### config.mk
export PLATFORM = sky130hd
export DESIGN_NAME = tdm_demultiplexer1to4
export DESIGN_NICKNAME = d
export VERILOG_FILES = /design/src/rtl/tdm_demultiplexer1to4_pkg.sv /design/src/rtl/tdm_demultiplexer1to4_decoder2to4.sv /design/src/rtl/tdm_demultiplexer1to4.sv
export SDC_FILE = /design/constraint.sdc
export NUM_CORES = 1
export LEC_CHECK = 0
export ABC_AREA = 0
export CORE_AREA = 2 2 39 41
export CTS_CLUSTER_SIZE = 24
export DETAILED_ROUTE_END_ITERATION = 6
export DIE_AREA = 0 0 41 43
export PLACE_DENSITY = 0.78
export SYNTH_ARGS = -nofsm -noshare
export SYNTH_HDL_FRONTEND = slang
export SYNTH_SLANG_ARGS = --single-unit
### constraint.sdc
create_clock -name clk -period 5.3 [get_ports clk]
set_input_delay 1.06 -clock clk [delete_from_list [all_inputs] [get_ports clk]]
set_output_delay 1.06 -clock clk [all_outputs]
set_load 0.005 [all_outputs]
### src/rtl/tdm_demultiplexer1to4_pkg.sv
// Shared definitions for the 1:4 TDM demultiplexer: frame geometry, FSM encoding
// and the slot-advance helper.
package tdm_demultiplexer1to4_pkg;

    localparam int CH_COUNT = 4;
    localparam int SLOT_W   = 2;

    // Two-bit encoding leaves two unused codes; both recover to ST_HUNT.
    typedef enum logic [1:0] {
        ST_HUNT   = 2'b00,
        ST_LOCKED = 2'b01
    } state_t;

    function automatic logic [SLOT_W-1:0] next_slot(input logic [SLOT_W-1:0] s);
        return s + 2'd1;
    endfunction

endpackage

### src/rtl/tdm_demultiplexer1to4_decoder2to4.sv
// 2-to-4 one-hot decoder. It turns the slot index into a per-channel write strobe,
// which is the inverse of the 2:1 selection tree in the transmit-side multiplexer.
module decoder2to4
    import tdm_demultiplexer1to4_pkg::*;
(
    input  logic [SLOT_W-1:0]   sel,
    input  logic                en,
    output logic [CH_COUNT-1:0] onehot
);

    // One-hot decode of sel, all-zero when en is low
    always_comb begin
        onehot = 4'b0000;
        if (en) begin
            case (sel)
                2'd0:    onehot = 4'b0001;
                2'd1:    onehot = 4'b0010;
                2'd2:    onehot = 4'b0100;
                2'd3:    onehot = 4'b1000;
                default: onehot = 4'b0000;
            endcase
        end else begin
            onehot = 4'b0000;
        end
    end

endmodule

### src/rtl/tdm_demultiplexer1to4.sv
// Receive side of the 4:1 TDM link: locks onto the channel-0 sync strobe and
// rebuilds each 4-beat frame into a parallel word with a one-cycle valid pulse.
module tdm_demultiplexer1to4
    import tdm_demultiplexer1to4_pkg::*;
#(
    parameter int WIDTH      = 1,
    parameter int SYNC_EVERY = 1
) (
    input  logic                  clk,
    input  logic                  reset_n,
    input  logic [WIDTH-1:0]      in_data,
    input  logic                  in_valid,
    input  logic                  in_sync,
    output logic [4*WIDTH-1:0]    out_data,
    output logic                  out_valid,
    output logic [SLOT_W-1:0]     slot,
    output logic                  locked,
    output logic                  sync_error
);

    state_t                state_r;
    logic [SLOT_W-1:0]     slot_r;
    logic                  locked_r;
    logic [4*WIDTH-1:0]    out_data_r;
    logic                  out_valid_r;
    logic                  sync_error_r;
    logic [WIDTH-1:0]      shadow_r [0:CH_COUNT-2];

    logic                  wr_en_s;
    logic [SLOT_W-1:0]     wr_sel_s;
    logic [CH_COUNT-1:0]   we_s;

    // Which channel (if any) the current beat lands in; channel 3 means frame complete
    always_comb begin
        wr_en_s  = 1'b0;
        wr_sel_s = 2'd0;
        if (in_valid) begin
            case (state_r)
                ST_HUNT: begin
                    wr_en_s  = in_sync;
                    wr_sel_s = 2'd0;
                end
                ST_LOCKED: begin
                    if (in_sync) begin
                        wr_en_s  = 1'b1;
                        wr_sel_s = 2'd0;
                    end else if (slot_r != 2'd0) begin
                        wr_en_s  = 1'b1;
                        wr_sel_s = slot_r;
                    end else begin
                        wr_en_s  = (SYNC_EVERY == 0);
                        wr_sel_s = 2'd0;
                    end
                end
                default: begin
                    wr_en_s  = 1'b0;
                    wr_sel_s = 2'd0;
                end
            endcase
        end else begin
            wr_en_s  = 1'b0;
            wr_sel_s = 2'd0;
        end
    end

    decoder2to4 u_decoder (
        .sel    (wr_sel_s),
        .en     (wr_en_s),
        .onehot (we_s)
    );

    // Shadow registers for channels 0..2; channel 3 goes straight to the output word
    always_ff @(posedge clk or negedge reset_n) begin
        if (!reset_n) begin
            for (int k = 0; k < CH_COUNT - 1; k++) begin
                shadow_r[k] <= {WIDTH{1'b0}};
            end
        end else begin
            for (int k = 0; k < CH_COUNT - 1; k++) begin
                if (we_s[k]) begin
                    shadow_r[k] <= in_data;
                end
            end
        end
    end

    // Framing FSM, slot counter and registered outputs
    always_ff @(posedge clk or negedge reset_n) begin
        if (!reset_n) begin
            state_r      <= ST_HUNT;
            slot_r       <= 2'd0;
            locked_r     <= 1'b0;
            out_data_r   <= {(4*WIDTH){1'b0}};
            out_valid_r  <= 1'b0;
            sync_error_r <= 1'b0;
        end else begin
            out_valid_r  <= 1'b0;
            sync_error_r <= 1'b0;
            if (in_valid) begin
                case (state_r)
                    ST_HUNT: begin
                        if (in_sync) begin
                            state_r  <= ST_LOCKED;
                            locked_r <= 1'b1;
                            slot_r   <= 2'd1;
                        end
                    end
                    ST_LOCKED: begin
                        if (in_sync) begin
                            // A misplaced sync resynchronises: the partial frame is dropped
                            sync_error_r <= (slot_r != 2'd0);
                            slot_r       <= 2'd1;
                        end else if (we_s[3]) begin
                            out_data_r  <= {in_data, shadow_r[2], shadow_r[1], shadow_r[0]};
                            out_valid_r <= 1'b1;
                            slot_r      <= 2'd0;
                        end else if (wr_en_s) begin
                            slot_r <= next_slot(slot_r);
                        end else begin
                            sync_error_r <= 1'b1;
                            state_r      <= ST_HUNT;
                            locked_r     <= 1'b0;
                            slot_r       <= 2'd0;
                        end
                    end
                    default: begin
                        state_r  <= ST_HUNT;
                        locked_r <= 1'b0;
                        slot_r   <= 2'd0;
                    end
                endcase
            end
        end
    end

    assign out_data   = out_data_r;
    assign out_valid  = out_valid_r;
    assign slot       = slot_r;
    assign locked     = locked_r;
    assign sync_error = sync_error_r;

endmodule

==> flow_summary.yaml, run 1 <==
place:
  dpl_cell_area_um2: 713.2
  hpwl_um: 676.7
  pre_cts_ws_ns: 2.715
  portBuffers: 13
  gp_congestion: 0.7035
sta:
  drv_slew: 0
  period_share_pct: 44.11
  worstMarginPinSlew_ns: 0.5191
  fin_crit_ns: 2.338
  grt_setup_unrepaired: "false"
  layout_setup_ws_ns: 2.962
  clock_skew_ns: 0.005223
  hold_viol: 0
  fmax_ghz: 0.4278
  maxSlewHeadroom_pct: 65.29
  final-setup-viol-count: 0
  fin_tns_setup_ns: 0
critical_path:
  crit_type: "register to output pin"
  crit_buf_inv: 1
  reg2reg_from: "slot[0]$_DFFE_PN0P_"
  reg2reg_depth: 5
  crit_slowest_cell: "clkdlybuf4s50_1"
  worst_ep_arrival_time_ns: 1.28
  crit_family: "buffers and inverters"
  crit_fanout: 7
  crit_path_max_incr_delay_ns: 0.55
  path_cells: "clkdlybuf4s50_1"
  crit_path_end_kind: "output pin"
  critical_path_required_ns: 4.24
  startpoint_type: "register"
  crit_start: "slot[1]$_DFFE_PN0P_"
  worst-path-stages: 1
detailed_routing:
  wirelength_um: 908
  drt_drc_violations_left: 0
  num_vias: 377
  drt_iter0_markers: 8
  wl_per_cell_um: 12.27
  drt-vias-per-instance: 5.095
  drtAntennaViolNets: 0
  first_pass_iters: 4
floorplanning:
  dieArea_um2: 1763
  dieHeight_um: 43
  die_x_um: 41
  design.core.area_um2: 1384
  floorplan.initialDensity_pct: 41.50
  placementRows: 14
  io_pins: 14
final_layout:
  nNetsFinal: 66
  fin_area_um2: 749.5
  final_layout_size_suffix_gt1_share_pct: 18.97
  n_antenna_cell: 0
  regArea_um2: 300.3
  final_cell_mix: "13 x clkdlybuf4s50_1, 12 x dfrtp_1, 4 x inv_1, 4 x mux2_4"
  area_growth_pct: 30.50
  num-fill-cells: 134
  multiInputGateArea_um2: 247.7
  final_common_cell: "clkdlybuf4s50_1"
clock_tree:
  postCtsHoldBufs: 0
  cts_setup_buffers: 0
  cts.repair.resized: 0
  cts_made_buffers: 3
  tritoncts: "yes"
  clk_latency_ns: 0.27
  cts_max_level: 1
  root_buffer: "clkbuf_4"
  clk_pin_slew_worst_paths_ns: 0.08
  numClockSinks: 12
  clk_path_buf_depth: 2
logic_synthesis:
  ys.flop_type: "dfrtp_1"
  ys_seq_elements: 12
  synth-async-reset-ratio_pct: 100.0
  syn_area_per_cell_um2: 13.67
  synth_nets: 49
  synth_edf_count: 0
  yosys_warnings: 0
  synth_cell_types: 21
  yosysSeqAreaShare_pct: 52.29
  syn_inst: 42
  synth.cell_area_um2: 574.3
global_route:
  overflow: 0
  grt_max_degree: 13
  grt_pass1_wl_um: 1511
  antenna_found_initial: 0
  grtUsageTotal_pct: 13.30
  grt_pass1_vias: 365
power_and_ir_drop:
  power_frac_clock_pct: 19.2
  p_sw_uw: 104.4
  swShare_pct: 28.20
  internal-power_uw: 265.9
  pwr-share-comb_pct: 38.9
  p_per_area_nw_per_um2: 494.0
  p_seq_share_pct: 41.8
  irDropWorstVdd_mv: 0.2583
  p_leak_nw: 0.3385
run_status:
  status: "completed"
min_path:
  hold_class: "register to register"
  min_path_cells: 1
  hold_start: "shadow_r[1]$_DFFE_PN0P_"
job:
  maxCapViolations: 0
-- area by class of cell --
cell class,instances,area share (%)
well taps,16,2.671
inverters,4,2.003
flip-flops and latches,12,40.07
repair buffers,13,17.36
multi-input cells,25,33.06
clock buffers,4,4.841
-- power groups by stage --
stage / clock, mW / combinational (mW) / sequential [mW]
final: 0.0713 / 0.144 / 0.155
after global routing: 0.0798 / 0.161 / 0.161
after CTS: 0.0760 / 0.146 / 0.156
after detailed placement: 0 / 0.145 / 0.157
after global placement: 0 / 0.143 / 0.156
after floorplan: 0 / 0.0767 / 0.154
-- stage by stage --
step                hold WS, ns  instances  total power, mW  util [%]
floorplan                0.4645         42           0.2308         -
global placement         0.4772         70           0.2991     51.54
detailed placement       0.4856         70           0.3030     51.54
CTS                      0.5037         74           0.3780     54.16
global route             0.5298         74           0.4012     54.16
finish                   0.5008         74           0.3703     54.16
-- worst paths after layout --
| kind | endpoint | slack (ns) |
|---|---|---|
| min in group asynchronous | out_valid$_DFF_PN0_ | 1.13 |
| setup / recovery | slot[1] | 2.96 |
| hold reg to reg | shadow_r[1]$_DFFE_PN0P_ | 0.50 |
| setup reg to reg | out_data[2]$_DFFE_PN0P_ | 3.45 |
| max in group asynchronous | slot[0]$_DFFE_PN0P_ | 3.82 |
| hold / removal | shadow_r[1]$_DFFE_PN0P_ | 0.50 |
-- kinds of logic after synthesis --
kind of cell	count (synthesis)	synth area share (%)
DFF	12	52.29
muxes	9	20.04
and+or+nand+nor	8	11.33
AOI/OAI and AO/OA	5	5.880
buffers and inverters	5	4.574
adders and majority gates	2	4.357
xor gates and xnor gates	1	1.525
-- sequential cells by signal, indices dropped and copies added (netlist names) --
register and count:
out_data 4, shadow_r 3, slot 2, locked 1
out_valid 1, sync_error 1
-- per-layer routing --
metal | vias to the layer above | GRT usage, % | wire, µm
li1 | 181 | - | -
met1 | 183 | 16.33 | 411
met2 | 13 | 19.06 | 431
met3 | 0 | 3.141 | 65
met4 | 0 | 10.00 | 0
met5 | - | 0 | 0
-- synth_stat cells, types with 2 or more instances --
| library cell | number | area share (%) |
|---|---|---|
| inv_1 | 4 | 2.6 |
| ha_1 | 2 | 4.4 |
| mux2_1 | 3 | 5.9 |
| mux2_4 | 4 | 10 |
| dfrtp_1 | 12 | 52 |
| nand3_1 | 2 | 1.7 |
No activity file was read; power rests on OpenSTA's default activity.
==> run 2: changes to the inputs <==
--- a/config.mk
+++ b/config.mk
@@ -6,10 +6,9 @@
 export NUM_CORES = 1
 export LEC_CHECK = 0
 export ABC_AREA = 0
-export CORE_AREA = 2 2 39 41
+export CORE_UTILIZATION = 41
 export CTS_CLUSTER_SIZE = 24
 export DETAILED_ROUTE_END_ITERATION = 6
-export DIE_AREA = 0 0 41 43
 export PLACE_DENSITY = 0.78
 export SYNTH_ARGS = -nofsm -noshare
 export SYNTH_HDL_FRONTEND = slang
==> constraint.sdc (replaced) <==
create_clock -name clk -period 2 [get_ports clk]
set_input_delay 0.4 -clock clk [delete_from_list [all_inputs] [get_ports clk]]
set_output_delay 0.4 -clock clk [all_outputs]
set_load 0.005 [all_outputs]
==> flow_summary.yaml, run 2 (synthesis results as in run 1) <==
run_status:
  status: "completed"
power_and_ir_drop:
  internal-power_uw: 725.7
  p_sw_uw: 280.0
  swShare_pct: 27.84
  irDropWorstVdd_mv: 0.8127
  p_per_area_nw_per_um2: 1292
  pwr-share-comb_pct: 42.5
  p_leak_nw: 0.3579
  power_frac_clock_pct: 18.5
  p_seq_share_pct: 39.0
final_layout:
  final_layout_size_suffix_gt1_share_pct: 24.19
  final_common_cell: "clkdlybuf4s50_1"
  regArea_um2: 300.3
  area_growth_pct: 35.51
  instances_no_fill: 77
  largest_register_ff_count: 4
  n_antenna_cell: 0
  nNetsFinal: 70
  final_cell_mix: "13 x clkdlybuf4s50_1, 12 x dfrtp_1, 4 x inv_1, 4 x mux2_4, 4 x buf_4"
  num-fill-cells: 107
  multiInputGateArea_um2: 247.7
critical_path:
  worst_ep_arrival_time_ns: 1.83
  crit_family: "simple AND/OR/NAND/NOR gates"
  crit_buf_inv: 1
  reg2reg_from: "slot[0]$_DFFE_PN0P_"
  reg2reg_depth: 5
  startpoint_type: "register"
  crit_slowest_cell: "and4bb_4"
  r2r-end: "out_data[0]$_DFFE_PN0P_"
  crit_path_end_kind: "register"
  reg2reg_slack_ns: 0.31
  crit_path_max_incr_delay_ns: 0.37
  crit_fanout: 5
  crit_type: "register to register"
  critical_path_required_ns: 2.14
  path_cells: "inv_1 -> ha_1 -> and4bb_4 -> and3_4 -> mux2_4"
sta:
  fin_crit_ns: 1.690
  grt_setup_unrepaired: "false"
  hold_viol: 0
  maxSlewHeadroom_pct: 66.51
  fin_tns_setup_ns: 0
  fmax_ghz: 0.5916
  worstMarginPinSlew_ns: 0.5007
  period_share_pct: 84.52
  drv_slew: 0
  clock_skew_ns: 0.006548
  final-setup-viol-count: 0
place:
  hpwl_um: 723.5
  portBuffers: 13
  dp_cells: 73
  gp_congestion: 0.6758
clock_tree:
  cts_setup_buffers: 0
  clk_latency_ns: 0.26
  clk_pin_slew_worst_paths_ns: 0.08
  tritoncts: "yes"
  numClockSinks: 12
  root_buffer: "clkbuf_4"
  cts_max_level: 1
  clk_path_buf_depth: 2
  cts_made_buffers: 3
  cts.repair.resized: 0
  postCtsHoldBufs: 0
detailed_routing:
  first_pass_iters: 2
  wl_per_cell_um: 11.43
  drt_iter0_markers: 2
  drt-vias-per-instance: 4.922
  drt_drc_violations_left: 0
  num_vias: 379
  wirelength_um: 880
  drtAntennaViolNets: 0
global_route:
  grt_pass1_wl_um: 1373
  grtUsageTotal_pct: 13.14
  overflow: 0
  antenna_found_initial: 0
  grt_max_degree: 13
  grt_pass1_vias: 357
floorplanning:
  placementRows: 13
  dieArea_um2: 1554
  design.core.area_um2: 1301
  floorplan.initialDensity_pct: 44.13
  die_x_um: 39.43
  dieHeight_um: 39.43
  io_pins: 14
job:
  maxCapViolations: 0
min_path:
  hold_class: "input pin to async pin"
[run 2: changes by cell type in the layout (fill, tap and decap cells not counted), sizes merged]
cell / before / now
buf: 0 / 4
[run 2: how the worst max path moves through the flow]
stage / from / to / slack [ns] / depth (start not counted)
after floorplan: slot[0]$_DFFE_PN0P_ / out_data[0]$_DFFE_PN0P_ / 0.21 / 6
after global placement: in_sync / out_data[0]$_DFFE_PN0P_ / 0.15 / 4
after detailed placement: in_sync / out_data[0]$_DFFE_PN0P_ / 0.12 / 4
after CTS: slot[0]$_DFFE_PN0P_ / out_data[0]$_DFFE_PN0P_ / 0.31 / 5
after global routing: slot[0]$_DFFE_PN0P_ / out_data[0]$_DFFE_PN0P_ / 0.26 / 5
final: slot[0]$_DFFE_PN0P_ / out_data[0]$_DFFE_PN0P_ / 0.31 / 5
[run 2: power groups by stage]
stage	clock [mW]	sequential, mW	combinational [mW]
after floorplan	0	0.408	0.203
after global placement	0	0.395	0.424
after detailed placement	0	0.397	0.432
after CTS	0.190	0.392	0.434
after global routing	0.205	0.401	0.472
final	0.186	0.393	0.427
[run 2: final cells by class]
class                   instances  area share (%)
well taps                      15           2.412
flip-flops and latches         12           38.59
clock buffers                   4           4.662
repair buffers                 17           20.58
multi-input cells              25           31.83
inverters                       4           1.929
[run 2: metal layers]
| layer | share of wire (%) | wire length [µm] | track usage [%] | up-vias |
|---|---|---|---|---|
| met2 | 43 | 379 | 21.72 | 9 |
| met1 | 51 | 449 | 17.08 | 176 |
| met3 | 4.5 | 40 | 3.409 | 2 |
| li1 | - | - | - | 192 |
| met5 | 0 | 0 | 0 | - |
| met4 | 1.3 | 11 | 2.586 | 0 |
[run 2: per-stage QoR]
step / cell area [µm²] / setup WS, ns / power (mW) / utilization (%) / hold slack, ns
floorplan: 574.3 / 0.2104 / 0.6115 / - / 0.1044
global route: 778.2 / 0.2615 / 1.078 / 59.81 / 0.5131
detailed placement: 742.0 / 0.1225 / 0.8291 / 57.02 / 0.4916
global placement: 742.0 / 0.1481 / 0.8184 / 57.02 / 0.4817
finish: 778.2 / 0.3096 / 1.006 / 59.81 / 0.4680
CTS: 778.2 / 0.3061 / 1.017 / 59.81 / 0.4891
==> run 3: changes to the inputs <==
==> constraint.sdc (replaced) <==
create_clock -name clk -period 1.5 [get_ports clk]
set_input_delay 0.3 -clock clk [delete_from_list [all_inputs] [get_ports clk]]
set_output_delay 0.3 -clock clk [all_outputs]
set_load 0.005 [all_outputs]
==> flow_summary.yaml, run 3 (synthesis results as in run 1) <==
run_status:
  status: "finished, violations left"
  violations: "negative setup slack"
floorplanning:
  dieHeight_um: 39.43
  dieArea_um2: 1554
  design.core.area_um2: 1301
  placementRows: 13
  io_pins: 14
  floorplan.initialDensity_pct: 44.13
  die_x_um: 39.43
sta:
  fmax_ghz: 0.6622
  final-setup-viol-count: 5
  maxSlewHeadroom_pct: 80.60
  grt_setup_unrepaired: "true"
  layout_setup_ws_ns: -0.01007
  whs_ns: 0.2697
  hold_viol: 0
  fin_tns_setup_ns: -0.04520
  period_share_pct: 100.7
  worstMarginPinSlew_ns: 0.2901
  fin_crit_ns: 1.510
  drv_slew: 0
  clock_skew_ns: 0.0001781
critical_path:
  crit_fanout: 5
  startpoint_type: "register"
  critical_path_required_ns: 1.66
  reg2reg_from: "slot[0]$_DFFE_PN0P_"
  worst_ep_arrival_time_ns: 1.67
  r2r-end: "out_data[1]$_DFFE_PN0P_"
  reg2reg_depth: 5
  crit_slowest_cell: "dfrtp_2"
  reg2reg_slack_ns: -0.01
  path_cells: "inv_2 -> ha_4 -> and4bb_4 -> and3_4 -> mux2_4"
  crit_type: "register to register"
  crit_path_max_incr_delay_ns: 0.37
  crit_path_end_kind: "register"
global_route:
  grt_pass1_wl_um: 1973
  overflow: 0
  grt_max_degree: 8
  grt_pass1_vias: 407
  grtUsageTotal_pct: 20.26
  antenna_found_initial: 0
power_and_ir_drop:
  irDropWorstVdd_mv: 1.220
  internal-power_mw: 1.101
  p_sw_uw: 469.2
  power_frac_clock_pct: 16.2
  p_leak_nw: 0.4181
  p_seq_share_pct: 33.2
  pwr-share-comb_pct: 50.6
  total_power_mw: 1.570
  p_per_area_nw_per_um2: 1768
  swShare_pct: 29.88
final_layout:
  largest_register_ff_count: 4
  final_cell_mix: "11 x clkdlybuf4s50_1, 11 x buf_4, 10 x dfrtp_1, 6 x mux2_4, 3 x clkbuf_4"
  final_util_pct: 68.27
  area_growth_pct: 54.68
  num-fill-cells: 107
  final_layout_size_suffix_gt1_share_pct: 47.14
  n_antenna_cell: 0
  multiInputGateArea_um2: 292.8
  regArea_um2: 302.8
  nNetsFinal: 78
clock_tree:
  tritoncts: "yes"
  numClockSinks: 12
  cts_max_level: 1
  clk_pin_slew_worst_paths_ns: 0.07
  cts_made_buffers: 3
  root_buffer: "clkbuf_4"
  postCtsHoldBufs: 0
  clk_path_buf_depth: 2
  clk_latency_ns: 0.27
detailed_routing:
  drt_iter0_markers: 2
  wl_per_cell_um: 14.29
  drt-vias-per-instance: 5.035
  wirelength_um: 1215
  num_vias: 428
  drt_drc_violations_left: 0
  drtAntennaViolNets: 0
  first_pass_iters: 2
min_path:
  hold_class: "input pin to async pin"
place:
  hpwl_um: 810.4
  pre_cts_ws_ns: -0.2206
  gp_congestion: 0.7189
  portBuffers: 13
job:
  maxCapViolations: 0
run 3: stage by stage:
step	instance area [µm²]	cells
CTS	863.3	83
finish	888.4	85
global placement	787.0	77
detailed placement	787.0	77
floorplan	589.3	42
global route	888.4	85
run 3: timing repair:
| action | in CTS | in global routing |
|---|---|---|
| setup buffers | 2 | 2 |
| resized for setup | 8 | 2 |
| pin swaps | 1 | 0 |
| setup endpoints to repair | 10 | 7 |
run 3: how the worst max path moves through the flow:
stage	to	start	slack [ns]
after floorplan	out_data[0]$_DFFE_PN0P_	slot[1]$_DFFE_PN0P_	-0.14
after global placement	out_data[0]$_DFFE_PN0P_	in_sync	-0.21
after detailed placement	out_data[1]$_DFFE_PN0P_	in_sync	-0.22
after CTS	out_data[0]$_DFFE_PN0P_	slot[0]$_DFFE_PN0P_	-0.03
after global routing	out_data[2]$_DFFE_PN0P_	slot[1]$_DFFE_PN0P_	-0.04
final	out_data[1]$_DFFE_PN0P_	slot[0]$_DFFE_PN0P_	-0.01
run 3: per-layer routing:
metal | vias up | track usage (%) | part of all wire (%)
met3 | 2 | 5.114 | 4.7
met2 | 12 | 34.43 | 52
li1 | 207 | - | -
met4 | 0 | 10.34 | 1.3
met1 | 207 | 22.97 | 42
met5 | - | 0 | 0
run 3: power groups by stage:
stage / Combinational, mW / Sequential, mW / Clock [mW]
after floorplan: 0.296 / 0.552 / 0
after global placement: 0.618 / 0.532 / 0
after detailed placement: 0.631 / 0.537 / 0
after CTS: 0.723 / 0.525 / 0.258
after global routing: 0.858 / 0.535 / 0.281
final: 0.795 / 0.522 / 0.254
run 3: final cells by class:
| cell class | instances | area share (%) |
|---|---|---|
| multi-input combinational | 25 | 32.96 |
| timing repair buffer | 25 | 25.07 |
| tap | 15 | 2.113 |
| clock buffer | 4 | 4.085 |
| inverter | 4 | 1.690 |
| sequential | 12 | 34.08 |
run 3: worst max-delay path: cells and delay by family, from the launching register on:
family                     cells  cell delay [ns]
muxes                          1             0.30
DFF                            1             0.37
buffers and inverters          1             0.05
and+or+nand+nor                2             0.53
adders and majority gates      1             0.15
